==> src/rtl/axi4_burst_scheduler.sv <==
// Burst scheduler between the write/read FIFOs and the AXI4 burst engines.
// It issues one full burst at a time, alternates directions on ties and keeps a wrapping DDR address per direction.
module axi4_burst_scheduler #(
   parameter int AXI_DATA_WIDTH     = 128,
   parameter int AXI_ADDR_WIDTH     = 30,
   parameter int AXI_BURST_LEN      = 31,
   parameter int CNT_WIDTH          = 8,
   parameter int WR_BYTE_ADDR_BEGIN = 0,
   parameter int WR_BYTE_ADDR_END   = 2047,
   parameter int RD_BYTE_ADDR_BEGIN = 0,
   parameter int RD_BYTE_ADDR_END   = 2047
) (
   input  logic                      clk,
   input  logic                      aresetn,
   input  logic                      wr_addr_clr,
   input  logic                      rd_addr_clr,
   input  logic                      rd_en,
   input  logic [CNT_WIDTH-1:0]      wrfifo_rd_cnt,
   input  logic [CNT_WIDTH-1:0]      rdfifo_free_cnt,
   output logic                      wr_burst_req,
   output logic [AXI_ADDR_WIDTH-1:0] wr_burst_addr,
   input  logic                      wr_burst_ack,
   input  logic                      wr_burst_done,
   output logic                      rd_burst_req,
   output logic [AXI_ADDR_WIDTH-1:0] rd_burst_addr,
   input  logic                      rd_burst_ack,
   input  logic                      rd_burst_done,
   output logic                      busy,
   output logic [15:0]               wr_burst_num,
   output logic [15:0]               rd_burst_num
);

   localparam int AW          = AXI_ADDR_WIDTH;
   localparam int BEATS       = AXI_BURST_LEN + 1;
   localparam int BURST_BYTES = BEATS * AXI_DATA_WIDTH / 8;

   localparam logic [CNT_WIDTH-1:0] BEATS_CNT = CNT_WIDTH'(BEATS);
   localparam logic [AW-1:0]        BB        = AW'(BURST_BYTES);
   localparam logic [AW:0]          BB2M1_X   = (AW+1)'(2 * BURST_BYTES - 1);
   localparam logic [AW-1:0]        WR_BEGIN  = AW'(WR_BYTE_ADDR_BEGIN);
   localparam logic [AW-1:0]        RD_BEGIN  = AW'(RD_BYTE_ADDR_BEGIN);
   localparam logic [AW:0]          WR_END_X  = (AW+1)'(WR_BYTE_ADDR_END);
   localparam logic [AW:0]          RD_END_X  = (AW+1)'(RD_BYTE_ADDR_END);

   localparam logic GRANT_WR = 1'b0;
   localparam logic GRANT_RD = 1'b1;

   typedef enum logic [2:0] {
      S_IDLE    = 3'd0,
      S_WR_REQ  = 3'd1,
      S_WR_WAIT = 3'd2,
      S_RD_REQ  = 3'd3,
      S_RD_WAIT = 3'd4
   } state_t;

   state_t         state_q, state_d;
   logic           last_grant_q, last_grant_d;
   logic [AW-1:0]  wr_addr_q, wr_addr_d;
   logic [AW-1:0]  rd_addr_q, rd_addr_d;
   logic           wr_pend_q, wr_pend_d;
   logic           rd_pend_q, rd_pend_d;
   logic [15:0]    wr_num_q, wr_num_d;
   logic [15:0]    rd_num_q, rd_num_d;

   logic wr_elig, rd_elig, wr_inflight, rd_inflight;

   // Next burst start; jump back to begin when the following burst would cross the end address.
   function automatic logic [AW-1:0] next_addr(input logic [AW-1:0] a,
                                                input logic [AW:0]   end_x,
                                                input logic [AW-1:0] begin_a);
      logic [AW:0] last_x;
      last_x = {1'b0, a} + BB2M1_X;
      if (last_x > end_x) return begin_a;
      return a + BB;
   endfunction

   assign wr_elig     = (wrfifo_rd_cnt >= BEATS_CNT);
   assign rd_elig     = rd_en && (rdfifo_free_cnt >= BEATS_CNT);
   assign wr_inflight = (state_q == S_WR_REQ) || (state_q == S_WR_WAIT);
   assign rd_inflight = (state_q == S_RD_REQ) || (state_q == S_RD_WAIT);

   // Handshake: req is held high in the REQ state until ack is sampled high at a rising edge;
   // done is only honoured in the matching WAIT state, everything else ignores ack/done.
   always_comb begin
      state_d      = state_q;
      last_grant_d = last_grant_q;
      wr_addr_d    = wr_addr_q;
      rd_addr_d    = rd_addr_q;
      wr_pend_d    = wr_pend_q;
      rd_pend_d    = rd_pend_q;
      wr_num_d     = wr_num_q;
      rd_num_d     = rd_num_q;

      if (wr_addr_clr) begin
         if (wr_inflight) wr_pend_d = 1'b1;
         else             wr_addr_d = WR_BEGIN;
      end
      if (rd_addr_clr) begin
         if (rd_inflight) rd_pend_d = 1'b1;
         else             rd_addr_d = RD_BEGIN;
      end

      case (state_q)
         S_IDLE: begin
            if (wr_elig && (!rd_elig || last_grant_q == GRANT_RD)) begin
               state_d      = S_WR_REQ;
               last_grant_d = GRANT_WR;
            end else if (rd_elig) begin
               state_d      = S_RD_REQ;
               last_grant_d = GRANT_RD;
            end
         end
         S_WR_REQ: if (wr_burst_ack) state_d = S_WR_WAIT;
         S_RD_REQ: if (rd_burst_ack) state_d = S_RD_WAIT;
         S_WR_WAIT: begin
            if (wr_burst_done) begin
               state_d   = S_IDLE;
               wr_num_d  = wr_num_q + 16'd1;
               wr_pend_d = 1'b0;
               wr_addr_d = (wr_addr_clr || wr_pend_q) ? WR_BEGIN
                                                      : next_addr(wr_addr_q, WR_END_X, WR_BEGIN);
            end
         end
         S_RD_WAIT: begin
            if (rd_burst_done) begin
               state_d   = S_IDLE;
               rd_num_d  = rd_num_q + 16'd1;
               rd_pend_d = 1'b0;
               rd_addr_d = (rd_addr_clr || rd_pend_q) ? RD_BEGIN
                                                      : next_addr(rd_addr_q, RD_END_X, RD_BEGIN);
            end
         end
         default: state_d = S_IDLE;
      endcase
   end

   always_ff @(posedge clk) begin
      if (!aresetn) begin
         state_q      <= S_IDLE;
         last_grant_q <= GRANT_RD;
         wr_addr_q    <= WR_BEGIN;
         rd_addr_q    <= RD_BEGIN;
         wr_pend_q    <= 1'b0;
         rd_pend_q    <= 1'b0;
         wr_num_q     <= 16'd0;
         rd_num_q     <= 16'd0;
      end else begin
         state_q      <= state_d;
         last_grant_q <= last_grant_d;
         wr_addr_q    <= wr_addr_d;
         rd_addr_q    <= rd_addr_d;
         wr_pend_q    <= wr_pend_d;
         rd_pend_q    <= rd_pend_d;
         wr_num_q     <= wr_num_d;
         rd_num_q     <= rd_num_d;
      end
   end

   assign wr_burst_req  = (state_q == S_WR_REQ);
   assign rd_burst_req  = (state_q == S_RD_REQ);
   assign busy          = (state_q != S_IDLE);
   assign wr_burst_addr = wr_addr_q;
   assign rd_burst_addr = rd_addr_q;
   assign wr_burst_num  = wr_num_q;
   assign rd_burst_num  = rd_num_q;

endmodule
==> config.mk <==
export PLATFORM = sky130hd
export DESIGN_NAME = axi4_burst_scheduler
export DESIGN_NICKNAME = d
export VERILOG_FILES = /design/src/rtl/axi4_burst_scheduler.sv
export SDC_FILE = /design/constraint.sdc
export NUM_CORES = 1
export LEC_CHECK = 0
export ABC_AREA = 1
export BUFFER_PORTS_ARGS = -buffer_cell sky130_fd_sc_hd__buf_4
export CORE_UTILIZATION = 45
export DETAILED_ROUTE_END_ITERATION = 10
export GPL_ROUTABILITY_DRIVEN = 0
export GPL_TIMING_DRIVEN = 0
export PLACE_DENSITY = 0.64
export SKIP_LAST_GASP = 1
export SYNTH_ARGS = -nofsm -noshare
export SYNTH_HDL_FRONTEND = slang
export SYNTH_SLANG_ARGS = --single-unit
==> constraint.sdc <==
create_clock -name clk -period 4.3 [get_ports clk]
set_clock_uncertainty 0.15 [all_clocks]
set_input_delay 0.86 -clock clk [delete_from_list [all_inputs] [get_ports clk]]
set_output_delay 0.86 -clock clk [all_outputs]
set_load 0.02 [all_outputs]
==> flow_metrics.env, run 1 <==
export IMPL_num_io_pins=120
export IMPL_tightest_slew_ps=713.9
export IMPL_firstDrtPassIters=5
export IMPL_cts_buffers=9
export IMPL_met2_usage_pct=38.15
export IMPL_critical_path_class="reg -> reg"
export IMPL_status="complete, no violations"
export IMPL_synth_fp_nets=957
export IMPL_setup_violations=0
export IMPL_tns_ps=0
export IMPL_die_w_um=116.4
export IMPL_grt_overflow=0
export IMPL_syn_inst=922
export IMPL_die_area_um2=13560
export IMPL_worst_slack_ps=1792
export IMPL_vias_per_cell=4.956
export IMPL_grtUsageMet3_pct=4.048
export IMPL_initialDrtViolationCount=406
export IMPL_muxShareOfSynthArea_pct=0
export IMPL_clock_path_buffers=2
export IMPL_h_tree_depth=3
export IMPL_crit_fanout=9
export IMPL_ys_seq_elements=98
export IMPL_layout_commonest_cell="nand2_1"
export IMPL_clk_pin_slew_ps=80
export IMPL_rows=41
export IMPL_required_ps=4440
export IMPL_slew_violations=0
export IMPL_place_inst=1203
export IMPL_cts_repair_resized=0
export IMPL_core_area_um2=12670
export IMPL_drc=0
export IMPL_die_h_um=116.4
export IMPL_place_port_buffers=109
export IMPL_synth_top_family_by_area="simple AND/OR/NAND/NOR gates"
export IMPL_drive_gt1_share_pct=18.15
export IMPL_fmax_mhz=398.8
export IMPL_via_count=6041
export IMPL_postCtsSetupBuffers=0
export IMPL_dp_hpwl_um=12290
export IMPL_clkLatencyLatePin_ps=360
export IMPL_grtUsageMet1_pct=34.19
export IMPL_cts_tree="done"
export IMPL_max_slew_margin_pct=52.41
export IMPL_stdcell_count=1219
export IMPL_hold_buffers=0
export IMPL_crit_path_end_kind="flip-flop"
export IMPL_ys_types=44
export IMPL_timing_final_crit_share_pct=58.32
export IMPL_hold_viol=0
export IMPL_ir_drop_mv=0.1606
export IMPL_synth_xor_area_share_pct=2.081
export IMPL_rsz0062_at_grt="false"
export IMPL_area_growth_pct=22.76
export IMPL_ctsRootBufferMaster="clkbuf_16"
export IMPL_worstPathArrival_ps=2650
export IMPL_critPathLaunchType="flip-flop"
export IMPL_power_mw=2.096
export IMPL_grt_pass1_vias=5275
export IMPL_synth_adder_area_share_pct=2.123
export IMPL_grt_pass1_wl_um=25970
export IMPL_layout_common_cells="232 x nand2_1, 134 x inv_1, 110 x buf_4"
export IMPL_drt_antenna_violating_nets=0
export IMPL_wl_per_cell_um=12.98
export IMPL_avgSynthCellArea_um2=6.392
export IMPL_synth_compound_area_share_pct=8.429
export IMPL_synth_simple_area_share_pct=44.20
export IMPL_start_util_pct=46.51
export IMPL_synth_cell_area_um2=5893
export IMPL_drt_total_wl_um=15830
export IMPL_period_needed_ps=2508
export IMPL_top_usage_layer="met2"
export IMPL_synth_warnings=0
export IMPL_holdCritPathClass="reg -> reg"
export IMPL_n_antenna_cell=0
export IMPL_seq_area_frac_synth_pct=33.29
export IMPL_grt_util_all_layers_pct=24.59
export IMPL_clock_sinks=98
export IMPL_nNetsFinal=1077
export IMPL_antenna_found_initial=0
export IMPL_drv_cap=0
export IMPL_powerDensity_nw_per_um2=289.7
export IMPL_grt_max_degree=19
export IMPL_pre_cts_slack_ps=1684
export IMPL_p_leak_nw=3.211
[state kept, by name, summed over array words and instances, names as in the netlist]
| name | flops |
|---|---|
| rd_burst_addr | 30 |
| wr_burst_addr | 30 |
| rd_burst_num | 16 |
| wr_burst_num | 16 |
| state_q | 3 |
| last_grant_q | 1 |
| rd_pend_q | 1 |
| wr_pend_q | 1 |
[critical path, cell delays in order, from the launching register on]
cell     delay, ps
dfxtp_1        500
ha_1           260
nand2_1         90
nor2_2         150
nor2_1          90
a21oi_4        210
nand2_1        110
xor2_1         150
nor2_1         110
nand2_1        100
nor2_4         180
nand3_4        150
a21oi_1        170
[cells by family after synthesis]
group	count (synthesis)
simple gates	556
buf+inv	154
flops	98
compound gates	90
xor+xnor	14
fa+ha+maj	10
[final cells by class]
class / instances / area, um2
buffer: 15 / 60.06
fill: 1295 / 5436
sequential: 98 / 1962
timing repair buffer: 109 / 818.3
multi-input combinational: 670 / 3349
tap: 172 / 215.2
clock inverter: 7 / 82.58
inverter: 139 / 521.8
clock buffer: 9 / 225.2
[cell usage after synthesis (all sizes together)]
library cell | number | area share (%)
a211oi | 2 | 0.25
a21boi | 1 | 0.19
a21oi | 54 | 4.8
a22oi | 1 | 0.13
and2 | 3 | 0.34
and3 | 2 | 0.21
buf | 1 | 0.13
clkbuf | 14 | 0.89
dfxtp | 98 | 33
ha | 10 | 2.1
inv | 139 | 8.9
nand2 | 252 | 17
nand3 | 77 | 6.8
nand3b | 4 | 0.51
nand4 | 18 | 2.3
nor2 | 134 | 10
nor3 | 54 | 5.0
nor3b | 3 | 0.38
nor4 | 6 | 0.74
o21a | 5 | 0.64
o21ai | 23 | 2.0
o22ai | 1 | 0.11
o31ai | 3 | 0.38
or2 | 2 | 0.21
or4 | 1 | 0.13
xnor2 | 1 | 0.15
xor2 | 13 | 1.9
[power by group]
part / total (mW) / switching, mW / internal (mW)
registers: 0.946 / 0.0183 / 0.928
logic: 0.296 / 0.211 / 0.0853
clock network: 0.854 / 0.392 / 0.462
total: 2.10 / 0.621 / 1.48
[metal layers]
metal | share of wire (%) | wire length (um)
met1 | 50 | 7850
met2 | 43 | 6849
met3 | 5.4 | 853
met4 | 1.7 | 272
met5 | 0 | 0
[stage by stage]
step           area [um2]  hold slack (ps)  util [%]
2_1_floorplan        5893            302.4         -
6_report             7234            318.8     57.09
5_1_grt              7234            352.8     57.09
3_5_place_dp         6927            309.0     54.67
3_3_place_gp         6927            307.4     54.67
4_1_cts              7234            322.1     57.09
[path summary, 6_finish.rpt]
| kind | startpoint | to | slack [ps] | cells past startpoint |
|---|---|---|---|---|
| hold / removal | rd_burst_num[15] | rd_burst_num[15] | 320 | 2 |
| hold reg to reg | rd_burst_num[15] | rd_burst_num[15] | 320 | 2 |
| setup reg to reg | wr_burst_addr[10] | wr_burst_addr[6] | 1790 | 12 |
| setup / recovery | wr_burst_addr[10] | wr_burst_addr[6] | 1790 | 12 |
(Power assumes the default switching activity.)
==> run 2: changes to the inputs <==
--- a/config.mk
+++ b/config.mk
@@ -11,7 +11,7 @@
 export DETAILED_ROUTE_END_ITERATION = 10
 export GPL_ROUTABILITY_DRIVEN = 0
 export GPL_TIMING_DRIVEN = 0
-export PLACE_DENSITY = 0.64
+export PLACE_DENSITY = 0.67
 export SKIP_LAST_GASP = 1
 export SYNTH_ARGS = -nofsm -noshare
 export SYNTH_HDL_FRONTEND = slang
==> constraint.sdc (replaced) <==
create_clock -name clk -period 2.1 [get_ports clk]
set_clock_uncertainty 0.15 [all_clocks]
set_input_delay 0.42 -clock clk [delete_from_list [all_inputs] [get_ports clk]]
set_output_delay 0.42 -clock clk [all_outputs]
set_load 0.02 [all_outputs]
==> run 2 against run 1 <==
Effect of this change:
- the run now ends with setup timing left
- final area rose by 15%
- flip-flop and latch count did not move
- combinational power rose by 140%
- clock-buffer cell count did not move
- worst hold slack got worse by 46 ps
- maximum frequency rose by 9.6%
- sequential power rose by 110%
- critical path type unchanged
- largest power group unchanged
==> flow_metrics.env, run 2 (synthesis results as in run 1) <==
export IMPL_wl_per_cell_um=13.81
export IMPL_timing_final_crit_share_pct=109.0
export IMPL_clkLatencyLatePin_ps=350
export IMPL_hold_path_depth=3
export IMPL_critical_path_class="reg -> reg"
export IMPL_ir_drop_mv=0.5582
export IMPL_die_area_um2=13560
export IMPL_drc=0
export IMPL_vias_per_cell=5.123
export IMPL_drt_total_wl_um=17560
export IMPL_hold_viol=0
export IMPL_place_port_buffers=109
export IMPL_powerDensity_nw_per_um2=549.6
export IMPL_clock_sinks=98
export IMPL_fmax_mhz=437.0
export IMPL_cts_tree="done"
export IMPL_firstDrtPassIters=5
export IMPL_rsz0062_at_grt="true"
export IMPL_ctsRootBufferMaster="clkbuf_16"
export IMPL_setup_violations=24
export IMPL_holdCritPathClass="in -> reg"
export IMPL_n_antenna_cell=0
export IMPL_num_io_pins=120
export IMPL_regToRegStartpoint="rd_burst_addr[9]"
export IMPL_nNetsFinal=1130
export IMPL_p_leak_nw=3.649
export IMPL_initialDrtViolationCount=397
export IMPL_period_needed_ps=2288
export IMPL_pre_cts_slack_ps=-227.6
export IMPL_reg2reg_to="rd_burst_addr[4]"
export IMPL_grt_pass1_vias=5614
export IMPL_rows=41
export IMPL_dpl_instance_area_um2=6942
export IMPL_drive_gt1_share_pct=34.82
export IMPL_grt_pass1_wl_um=27010
export IMPL_hp_start="rd_addr_clr"
export IMPL_crit_fanout=6
export IMPL_area_growth_pct=41.36
export IMPL_h_tree_depth=3
export IMPL_final_area_um2=8330
export IMPL_grt_util_all_layers_pct=25.58
export IMPL_via_count=6516
export IMPL_place_inst=1203
export IMPL_drv_cap=0
export IMPL_crit_path_end_kind="flip-flop"
export IMPL_dp_hpwl_um=12010
export IMPL_r2r_slack_ps=-190
export IMPL_stdcell_count=1272
export IMPL_max_slew_margin_pct=47.79
export IMPL_grt_max_degree=17
export IMPL_grt_overflow=0
export IMPL_slew_violations=0
export IMPL_worstPathArrival_ps=2420
export IMPL_start_util_pct=46.51
export IMPL_required_ps=2230
export IMPL_r2r_cells=14
export IMPL_layout_commonest_cell="nand2_1"
export IMPL_cts_buffers=9
export IMPL_drt_antenna_violating_nets=0
export IMPL_worst_slack_ps=-188.2
export IMPL_tightest_slew_ps=777.2
export IMPL_die_h_um=116.4
export IMPL_core_area_um2=12670
export IMPL_worstHoldEndpoint="rd_pend_q"
export IMPL_clock_path_buffers=2
export IMPL_status="finished with violations"
export IMPL_antenna_found_initial=0
export IMPL_layout_common_cells="209 x nand2_1, 155 x buf_4, 119 x inv_1"
export IMPL_critPathLaunchType="flip-flop"
export IMPL_clk_pin_slew_ps=70
export IMPL_hold_buffers=0
export IMPL_violations="setup timing"
export IMPL_die_w_um=116.4
==> run 2: report_power, final <==
group	internal [mW]	leakage (nW)	switching (mW)	total, mW
Sequential	1.89	0.813	0.0440	1.94
Combinational	0.222	2.68	0.498	0.719
Clock	1.16	0.158	0.760	1.92
==> run 2: how the worst max path moves through the flow <==
stage | startpoint | to | slack [ps] | cells after the start
after floorplan | wr_burst_addr[0] | wr_burst_addr[0] | 20 | 15
after global placement | rd_burst_addr[9] | rd_burst_addr[1] | -220 | 13
after detailed placement | rd_burst_addr[0] | rd_burst_addr[1] | -230 | 14
after CTS | rd_burst_addr[9] | rd_burst_addr[0] | -140 | 14
after global routing | rd_burst_addr[9] | rd_burst_addr[4] | -300 | 15
final | rd_burst_addr[9] | rd_burst_addr[4] | -190 | 14
==> run 2: layer usage <==
layer  share of wire, %  vias to the layer above  global-route usage (%)  routed length (um)
met5                  0                        -                       0                   0
met4                1.8                        0                   8.803                 317
met3                5.6                       22                   3.892                 984
met2                 47                      199                   41.07                8233
met1                 46                     2988                   34.89                8027
li1                   -                     3307                       -                   -
==> run 2: worst max-delay path, cell delays in order (launching register included) <==
cell and delay [ps]:
dfxtp_4 380, inv_4 70, ha_4 160, nand3_4 90
nor2_4 120, nand2_2 80, nand2_4 120, nand2_2 60
nand2_1 80, nand2_2 50, nor2_2 90, nand3b_1 120
nor2_4 250, nand4_4 200, a21oi_2 170
==> run 2: layout make-up <==
| type | instances | area (um2) |
|---|---|---|
| timing repair buffer | 161 | 1240 |
| clock buffer | 9 | 225.2 |
| fill | 1115 | 4340 |
| buffer | 14 | 56.30 |
| multi-input combinational | 672 | 3905 |
| sequential | 98 | 2034 |
| tap | 172 | 215.2 |
| inverter | 139 | 536.8 |
| clock inverter | 7 | 117.6 |
==> run 2: per-stage QoR <==
stage / hold slack, ps / setup TNS, ps / total power, mW / utilization, %
after global placement: 290.6 / -4229 / 2.585 / 54.78
final: 273.2 / -2509 / 4.578 / 65.75
after floorplan: 302.4 / 0 / 2.367 / -
after CTS: 264.0 / -2033 / 4.506 / 61.33
after detailed placement: 289.2 / -4496 / 2.585 / 54.78
after global routing: 298.5 / -5798 / 4.750 / 65.75
==> run 2: what timing repair did <==
item | in CTS | in global routing
cloned | 2 | 0
buffers inserted | 26 | 26
gates resized for setup | 81 | 123
pin swaps | 46 | 70
endpoints found under the setup margin | 28 | 51
==> run 3: changes to the inputs <==
--- a/config.mk
+++ b/config.mk
@@ -7,11 +7,12 @@
 export LEC_CHECK = 0
 export ABC_AREA = 1
 export BUFFER_PORTS_ARGS = -buffer_cell sky130_fd_sc_hd__buf_4
-export CORE_UTILIZATION = 45
+export CORE_UTILIZATION = 50
 export DETAILED_ROUTE_END_ITERATION = 10
 export GPL_ROUTABILITY_DRIVEN = 0
 export GPL_TIMING_DRIVEN = 0
-export PLACE_DENSITY = 0.67
+export MAX_ROUTING_LAYER = met4
+export PLACE_DENSITY = 0.74
 export SKIP_LAST_GASP = 1
 export SYNTH_ARGS = -nofsm -noshare
 export SYNTH_HDL_FRONTEND = slang
==> run 3 against run 2 <==
Effect of this change:
- the run still ends with setup timing left
- combinational power increased by 2%
- die area fell by 9.8%
- worst setup slack got worse by 140 ps
- critical path depth fell by 3
- clock power decreased by 10%
- sequential share of layout area up 0.20 points
- flip-flop and latch count is the same
- highest routed layer unchanged
==> flow_metrics.env, run 3 (synthesis results as in run 1) <==
export IMPL_status="finished with violations"
export IMPL_violations="setup timing"
export IMPL_antenna_found_initial=0
export IMPL_ir_drop_mv=0.5415
export IMPL_die_w_um=110.6
export IMPL_tightest_slew_ps=839.3
export IMPL_clock_sinks=98
export IMPL_cts_tree="done"
export IMPL_h_tree_depth=3
export IMPL_clk_pin_slew_ps=70
export IMPL_wl_per_cell_um=15.09
export IMPL_highest_layer="met4"
export IMPL_clkLatencyLatePin_ps=360
export IMPL_n_antenna_cell=0
export IMPL_nNetsFinal=1128
export IMPL_required_ps=2240
export IMPL_grt_overflow=0
export IMPL_layout_common_cells="213 x nand2_1, 149 x buf_4, 125 x inv_1"
export IMPL_vias_per_cell=5.392
export IMPL_drc=0
export IMPL_cts_buffers=9
export IMPL_worstPathArrival_ps=2560
export IMPL_area_growth_pct=40.36
export IMPL_holdCritPathClass="in -> reg"
export IMPL_dp_hpwl_um=12010
export IMPL_setup_violations=24
export IMPL_critPathLaunchType="flip-flop"
export IMPL_rows=39
export IMPL_critical_path_class="reg -> reg"
export IMPL_timing_final_crit_share_pct=115.5
export IMPL_initialDrtViolationCount=552
export IMPL_final_area_um2=8272
export IMPL_die_h_um=110.6
export IMPL_slew_violations=0
export IMPL_hold_viol=0
export IMPL_start_util_pct=51.39
export IMPL_rsz0062_at_grt="true"
export IMPL_crit_path_end_kind="flip-flop"
export IMPL_drv_cap=0
export IMPL_r2r_slack_ps=-330
export IMPL_hold_path_depth=3
export IMPL_ctsRootBufferMaster="clkbuf_16"
export IMPL_grt_max_degree=17
export IMPL_p_leak_nw=3.679
export IMPL_grt_pass1_wl_um=28350
export IMPL_powerDensity_nw_per_um2=531.2
export IMPL_r2r_cells=11
export IMPL_clock_path_buffers=2
export IMPL_wl_met1_um=7931
export IMPL_drt_total_wl_um=18720
export IMPL_layout_commonest_cell="nand2_1"
export IMPL_core_area_um2=11470
export IMPL_fmax_mhz=412.3
export IMPL_grt_pass1_vias=6024
export IMPL_grt_util_all_layers_pct=29.08
export IMPL_fin_util_pct=72.13
export IMPL_via_count=6691
export IMPL_crit_fanout=8
export IMPL_firstDrtPassIters=7
export IMPL_num_io_pins=120
export IMPL_drt_antenna_violating_nets=0
export IMPL_place_port_buffers=109
export IMPL_dpl_instance_area_um2=6905
export IMPL_worst_slack_ps=-325.6
export IMPL_dr_wl_met2_um=8892
export IMPL_drive_gt1_share_pct=33.97
export IMPL_period_needed_ps=2426
export IMPL_die_area_um2=12220
export IMPL_n_fill_cell=944
export IMPL_max_slew_margin_pct=43.61
export IMPL_met3WireLength_um=1379
-- run 3: changes by cell type in the layout (fill, tap and decap cells not counted), sizes merged --
cell | before | now
buf | 162 | 160
bufinv | 3 | 1
inv | 139 | 140
clkinvlp | 3 | 1
clkbuf | 22 | 23
clkinv | 1 | 3
-- run 3: where the power goes --
group / switching, mW / internal (mW) / leakage (nW)
Clock: 0.760 / 0.958 / 0.149
Combinational: 0.517 / 0.217 / 2.72
Sequential: 0.0475 / 1.89 / 0.812
-- run 3: per-layer routing --
metal	vias to the layer above	global-route usage [%]
met2	283	45.88
met1	3054	37.59
li1	3309	-
met3	45	4.336
met4	0	11.11
met5	-	-
-- run 3: worst paths after layout --
path | to | startpoint
worst max-delay path | rd_burst_addr[4] | rd_burst_addr[11]
worst min register to register | rd_burst_num[15] | rd_burst_num[15]
worst min-delay path | rd_pend_q | rd_addr_clr
worst max register to register | rd_burst_addr[4] | rd_burst_addr[11]
-- run 3: timing repair --
action,in CTS,in global routing
gates cloned,2,0
resized for setup,95,105
pin swaps,48,60
hold buffers,0,0
setup endpoints to repair,29,65
hold endpoints to repair,0,0
setup buffers,35,14
-- run 3: per-stage QoR --
step	worst slack (ps)	cells	hold slack [ps]	power, mW	setup TNS [ps]
floorplan	22.11	922	302.4	2.367	0
global placement	-219.3	1174	290.6	2.576	-4199
detailed placement	-248.0	1174	294.1	2.582	-4761
CTS	-110.2	1227	252.3	4.308	-2026
global route	-409.7	1241	271.4	4.566	-8493
finish	-325.6	1241	251.3	4.394	-6128
-- run 3: layout make-up --
class / instances / area (um2) / area share, %
clock buffers: 10 / 239.0 / 2.889
multi-input cells: 672 / 3909 / 47.25
clock inverters: 6 / 65.06 / 0.7866
well taps: 143 / 178.9 / 2.163
repair buffers: 158 / 1237 / 14.96
inverters: 139 / 536.8 / 6.489
flip-flops and latches: 98 / 2037 / 24.63
plain buffers: 15 / 68.82 / 0.8319
-- run 3: worst max-delay path, stage by stage, from the launching register on --
cell and delay (ps):
dfxtp_2 340, buf_6 130, nand2_1 120, nor2_2 140
inv_1 90, nor4_1 410, nand3_1 130, nand2_1 140
nand3_1 140, nand2_4 150, nand4_4 190, a21oi_2 210
